### src/rtl/shift_pkg.sv
// Shared definitions for the iterative shifter: op and state encodings plus the STEP legality check.
package shift_pkg;

    typedef enum logic [1:0] {
        OP_SLL  = 2'b00,
        OP_SRL  = 2'b01,
        OP_ROTR = 2'b10,
        OP_SRA  = 2'b11
    } op_e;

    typedef enum logic [1:0] {
        IDLE  = 2'b00,
        SHIFT = 2'b01,
        DONE  = 2'b10
    } state_e;

    function automatic bit step_is_legal(input int step);
        return (step == 1) || (step == 2) || (step == 4) || (step == 8) || (step == 16);
    endfunction

endpackage

### src/rtl/shift_step.sv
// One combinational shift step by k bits (0..STEP). Rotate-right on op 10 only when SHIFT_ROTATE_EN
// is defined; otherwise op 10 falls through to SLL.
module shift_step
    import shift_pkg::*;
#(
    parameter int DATA_WIDTH = 32,
    parameter int K_WIDTH    = 3
) (
    input  logic [DATA_WIDTH-1:0] data_i,
    input  logic [K_WIDTH-1:0]    k_i,
    input  op_e                   op_i,
    input  logic                  sign_i,
    output logic [DATA_WIDTH-1:0] data_o
);

    logic [DATA_WIDTH-1:0] sra_fill;

    // Vacated high bits for SRA: ones in the top k positions, gated by the captured sign.
    assign sra_fill = ~({DATA_WIDTH{1'b1}} >> k_i) & {DATA_WIDTH{sign_i}};

`ifdef SHIFT_ROTATE_EN
    localparam int RW = $clog2(DATA_WIDTH) + 1;
    logic [RW-1:0] rot_back;
    assign rot_back = RW'(DATA_WIDTH) - RW'(k_i);
`endif

    // NOTE: every path assigns data_o (default arm included), so no latch is inferred.
    always_comb begin
        case (op_i)
            OP_SRL:  data_o = data_i >> k_i;
            OP_SRA:  data_o = (data_i >> k_i) | sra_fill;
`ifdef SHIFT_ROTATE_EN
            OP_ROTR: data_o = (data_i >> k_i) | (data_i << rot_back);
`endif
            default: data_o = data_i << k_i;
        endcase
    end

endmodule

### src/rtl/shift_unit_iterative.sv
// Iterative EX-stage shifter: up to STEP bits per cycle with a start/busy/done handshake.
// Optional rotate-right on op 10 is enabled by defining SHIFT_ROTATE_EN.
module shift_unit_iterative
    import shift_pkg::*;
#(
    parameter int DATA_WIDTH  = 32,
    parameter int SHAMT_WIDTH = 5,
    parameter int STEP        = 4
) (
    input  logic                   clk,
    input  logic                   reset,
    input  logic                   in_start_1,
    input  logic [DATA_WIDTH-1:0]  in_operand_32,
    input  logic [SHAMT_WIDTH-1:0] in_shamt_5,
    input  logic [1:0]             in_op_2,
    output logic [DATA_WIDTH-1:0]  out_result_32,
    output logic                   out_busy_1,
    output logic                   out_done_1
);

    localparam int KW = $clog2(STEP + 1);

    if (!step_is_legal(STEP)) begin : g_bad_step
        $error("shift_unit_iterative: STEP must be 1, 2, 4, 8 or 16");
    end

    state_e                 state_q, state_d;
    logic [DATA_WIDTH-1:0]  work_q, work_d;
    logic [DATA_WIDTH-1:0]  result_q, result_d;
    logic [SHAMT_WIDTH-1:0] rem_q, rem_d;
    op_e                    op_q, op_d;
    logic                   sign_q, sign_d;

    logic [KW-1:0]          k;
    logic [DATA_WIDTH-1:0]  step_out;

    always_comb begin
        if (int'(rem_q) > STEP) k = KW'(STEP);
        else                    k = KW'(rem_q);
    end

    shift_step #(
        .DATA_WIDTH (DATA_WIDTH),
        .K_WIDTH    (KW)
    ) u_step (
        .data_i (work_q),
        .k_i    (k),
        .op_i   (op_q),
        .sign_i (sign_q),
        .data_o (step_out)
    );

    always_comb begin
        state_d  = state_q;
        work_d   = work_q;
        result_d = result_q;
        rem_d    = rem_q;
        op_d     = op_q;
        sign_d   = sign_q;

        case (state_q)
            IDLE: begin
                if (in_start_1) begin
                    work_d = in_operand_32;
                    op_d   = op_e'(in_op_2);
                    sign_d = in_operand_32[DATA_WIDTH-1];
                    rem_d  = in_shamt_5;
                    if (in_shamt_5 == '0) begin
                        state_d  = DONE;
                        result_d = in_operand_32;
                    end else begin
                        state_d = SHIFT;
                    end
                end
            end
            SHIFT: begin
                work_d = step_out;
                rem_d  = rem_q - SHAMT_WIDTH'(k);
                // Result is registered on the final step so it is already valid in the DONE cycle.
                if (rem_q == SHAMT_WIDTH'(k)) begin
                    state_d  = DONE;
                    result_d = step_out;
                end
            end
            DONE:    state_d = IDLE;
            default: state_d = IDLE;
        endcase
    end

    // NOTE: sequential state uses non-blocking assignments so every register samples pre-edge values.
    always_ff @(posedge clk or negedge reset) begin
        if (!reset) begin
            state_q  <= IDLE;
            work_q   <= '0;
            result_q <= '0;
            rem_q    <= '0;
            op_q     <= OP_SLL;
            sign_q   <= 1'b0;
        end else begin
            state_q  <= state_d;
            work_q   <= work_d;
            result_q <= result_d;
            rem_q    <= rem_d;
            op_q     <= op_d;
            sign_q   <= sign_d;
        end
    end

    assign out_result_32 = result_q;
    assign out_busy_1    = (state_q == SHIFT);
    assign out_done_1    = (state_q == DONE);

endmodule

### config.mk
export PLATFORM = sky130hd
export DESIGN_NAME = shift_unit_iterative
export DESIGN_NICKNAME = d
export VERILOG_FILES = /design/src/rtl/shift_pkg.sv /design/src/rtl/shift_step.sv /design/src/rtl/shift_unit_iterative.sv
export SDC_FILE = /design/constraint.sdc
export NUM_CORES = 1
export LEC_CHECK = 0
export ABC_AREA = 1
export BUFFER_PORTS_ARGS = -buffer_cell sky130_fd_sc_hd__buf_2
export CAP_MARGIN = 20
export CORE_MARGIN = 5
export CORE_UTILIZATION = 45
export CTS_CLUSTER_SIZE = 20
export DETAILED_ROUTE_END_ITERATION = 8
export PLACE_DENSITY = 0.61
export SLEW_MARGIN = 20
export SYNTH_ARGS = -nofsm -noshare
export SYNTH_HDL_FRONTEND = slang
export SYNTH_SLANG_ARGS = --single-unit
export TNS_END_PERCENT = 10
### constraint.sdc
create_clock -name clk -period 5.8 [get_ports clk]
set_clock_uncertainty 0.15 [all_clocks]
set_input_delay 0.29 -clock clk [delete_from_list [all_inputs] [get_ports clk]]
set_output_delay 0.29 -clock clk [all_outputs]
set_load 0.005 [all_outputs]
==> implementation parameters <==
Parameter                              Value

Yosys
  Top area cells in the synthesized netlist ... sky130_fd_sc_hd__dfrtp_1 (31%), sky130_fd_sc_hd__nand3_1 (24%), sky130_fd_sc_hd__nand2_1 (19%)
  Async set-reset flop share out of synthesis ... 100%
  Most numerous cell in the Yosys netlist ... sky130_fd_sc_hd__nand2_1
  Post-synth EDFFs ... 0
  Number of nets in the synthesized netlist ... roughly 1000
  Total of flip-flops plus latches after synthesis ... 74
  Summed instance area of the synthesized netlist ... 5990 µm²
  Top flip-flop cell by instance count after synthesis ... sky130_fd_sc_hd__dfrtp_1
  YS warnings ... 0
  Top post-synthesis cells by count ... sky130_fd_sc_hd__nand2_1 (303), sky130_fd_sc_hd__nand3_1 (290), sky130_fd_sc_hd__dfrtp_1 (74), sky130_fd_sc_hd__nor2_1 (54), sky130_fd_sc_hd__nand4_1 (53)
  Share of the synthesized area in the top cell type ... 30.9%
  Post-synthesis average cell area ... between 6 and 7 µm²
  Cell taking the most area after synthesis ... sky130_fd_sc_hd__dfrtp_1
  Sequential cell area fraction in the yosys report ... between 30 and 40%
  Number of different library cells in the post-synthesis netlist ... 34
  Number of instances in the synthesized netlist ... between 900 and 1000

Final layout
  Non-filler instance count after layout ... between 1000 and 1500
  Fraction of final layout cells with drive strength greater than 1 ... ~14%
  Growth of design area from synthesis to finish ... 10.5%
  Diode insertion count for antenna repair ... 0
  Final net count ... 1034
  Filler Cells Inserted ... about 1400

Pwr
  Cell area power density ... between 600 and 700 nW/µm²
  Max VDD drop ... 0.253 mV
  Total leakage power ... ~3.4 nW

Status
  Outcome ... completed

Drt
  Mean routed wirelength per cell ... 17.2 µm
  DR vias ... 6784
  Total wirelength of the detailed-routed design ... ~20000 µm
  Detailed-route DRC error count ... 0
  Detail-routed via count per cell ... between 5 and 6
  Length of the first detailed-routing pass in iterations ... 5
  Antenna violation net count after detailed routing ... 0
  Initial DRC count ... between 800 and 900

CTS
  TritonCTS clock tree ... yes
  Number of clock sinks seen by CTS ... 74
  Setup bufs post-CTS ... 0
  Clk pin slew, worst setup/hold paths ... approximately 60 ps
  CTS Root Cell ... sky130_fd_sc_hd__clkbuf_16
  Worst-case clock buffer depth ... 2
  CTS H-Tree Depth ... 3
  Clock Latency Late Sink ... 350 ps
  Clock buffers created by TritonCTS ... 9

Global routing
  Vias in the first global route ... about 6300
  GR Util met2 ... approximately two fifths
  Aggregate global-route resource usage ... between 20% and 30%
  First-pass GRT wire length ... 32700 µm
  Largest net degree at the start of global routing ... 75
  Met1 track utilization from global routing ... a little under two fifths
  Global-route met3 utilization ... about 3.2%
  Most used routing layer ... met2
  Number of antenna violations at the first check in global routing ... 0
  Total grt overflow ... 0

STA
  Unrepaired setup endpoints after global routing ... false
  Slew @ Worst Pin ... 1130 ps
  Setup TNS ... 0 ps
  Final period util ... a little under three fifths
  Post-route worst hold slack ... around 33 ps
  Final number of setup-violating endpoints ... 0
  Normalized max-slew margin ... between 20% and 30%
  Max Slew Vio Count ... 0
  Final hold violation count ... 0
  FMAX ... ~300 MHz
  Worst setup slack after layout ... 2560 ps
  Crit path time final ... between 3000 and 4000 ps

Die
  Number of standard-cell rows in the floorplan ... 42
  Number of placed I/O pins ... 76
  Height of the die ... approximately 130 µm
  Initial core utilization ... 45.6%
  Die area ... about 16000 µm²
  Die boundary width ... about 130 µm
  Core area ... 13100 µm²

Worst setup path
  Worst path required time ... a little under 6000 ps
  Data arrival time of the worst path ... ~3300 ps
  Largest driver fanout on the critical path ... 36
  Startpoint Class ... register
  CP endpoint kind ... register
  WS Path Type ... reg2reg

Job
  Max-capacitance violation count ... 0

Placement
  Pre-CTS worst setup slack ... roughly 2600 ps
  Detail Placement HPWL ... ~13000 µm
  Buffers on Ports ... between 70 and 80
  Final Wtd Congestion ... approximately 0.9
  Post-placement cell count ... about 1200

Min path
  Type of the worst min-delay path ... in2reg
cell families after synthesis:
| logic type | synth area share [%] |
|---|---|
| other | 0.0626 |
| multiplexers | 0.188 |
| XOR/XNOR | 0.146 |
| AO/OA/AOI/OAI | 2.61 |
| flip-flops | 30.9 |
| adder cells (fa/ha/maj) | 0.209 |
| buffers and inverters | 9.00 |
| AND/OR/NAND/NOR | 56.9 |
registers in the layout, indices dropped and copies added (netlist names):
register and flops:
sign_q 1, state_q 2, op_q 2, work_q 32, out_result_32 32, rem_q 5
layout by cell type (no fill, tap or decap), types with 2 or more instances in the layout:
cell type,count
sky130_fd_sc_hd__nand3_1,289
sky130_fd_sc_hd__o221ai_1,2
sky130_fd_sc_hd__nor2_1,54
sky130_fd_sc_hd__buf_2,74
sky130_fd_sc_hd__a31oi_1,3
sky130_fd_sc_hd__inv_1,44
sky130_fd_sc_hd__clkinv_2,3
sky130_fd_sc_hd__nand4_1,53
sky130_fd_sc_hd__nand2_1,303
sky130_fd_sc_hd__inv_2,3
sky130_fd_sc_hd__nand3_2,2
sky130_fd_sc_hd__dfrtp_1,74
sky130_fd_sc_hd__o21ai_0,9
sky130_fd_sc_hd__o21ai_1,3
sky130_fd_sc_hd__clkbuf_1,2
sky130_fd_sc_hd__a21oi_1,7
sky130_fd_sc_hd__or2_2,29
sky130_fd_sc_hd__clkbuf_16,9
sky130_fd_sc_hd__buf_4,10
sky130_fd_sc_hd__nor2_4,5
repair_timing:
item / CTS / global route
hold endpoints to repair: 33 / 0
hold buffers: 1 / 0
gates resized for setup: 0 / 0
final cells by class:
cell class	count	area [µm²]	share of cell area, %
clock buffer	11	233	3.51
clock inverter	5	31.3	0.472
inverter	49	186	2.82
multi-input combinational	771	3620	54.6
sequential	74	1850	28.0
tap	176	220	3.33
timing repair buffer	86	483	7.29
metal layers:
| layer | part of all wire, % | vias up |
|---|---|---|
| met2 | 45 | 266 |
| li1 | - | 3291 |
| met5 | 0 | - |
| met1 | 47 | 3200 |
| met4 | 1.6 | 0 |
| met3 | 6.3 | 27 |
through the flow:
step                power, mW  utilization [%]  cell area [µm²]
finish                   4.37             50.4             6620
global route             4.79             50.4             6620
CTS                      4.32             50.2             6590
detailed placement       3.78             48.1             6320
global placement         3.77             48.1             6320
floorplan                3.04                -             5990
report_power, final:
group	total (mW)	internal, mW	switching [mW]
combinational	2.80	0.894	1.90
sequential	1.05	0.786	0.262
clock	0.521	0.289	0.232
worst max-delay path, cell delays in order (launching register included):
cell	delay, ps
sky130_fd_sc_hd__dfrtp_1	430
sky130_fd_sc_hd__nor2_4	550
sky130_fd_sc_hd__nand2_4	450
sky130_fd_sc_hd__nand3_2	230
sky130_fd_sc_hd__o31ai_1	120
sky130_fd_sc_hd__nor2_4	500
sky130_fd_sc_hd__inv_2	430
sky130_fd_sc_hd__nand2_1	140
sky130_fd_sc_hd__nand2_1	70
worst paths after layout:
kind	start	endpoint	slack (ps)	cells past startpoint
worst max register to register	rem_q[3]$_DFFE_PN0P_	out_result_32[25]$_DFFE_PN0P_	2560	8
min in group asynchronous	reset	out_result_32[2]$_DFFE_PN0P_	480	2
worst max-delay path	rem_q[3]$_DFFE_PN0P_	out_result_32[25]$_DFFE_PN0P_	2560	8
worst min register to register	out_result_32[7]$_DFFE_PN0P_	out_result_32[7]$_DFFE_PN0P_	320	2
max in group asynchronous	reset	work_q[19]$_DFFE_PN0P_	4380	2
worst min-delay path	in_op_2[1]	op_q[1]$_DFFE_PN0P_	30	2
No activity file was read; power rests on OpenSTA's default activity.
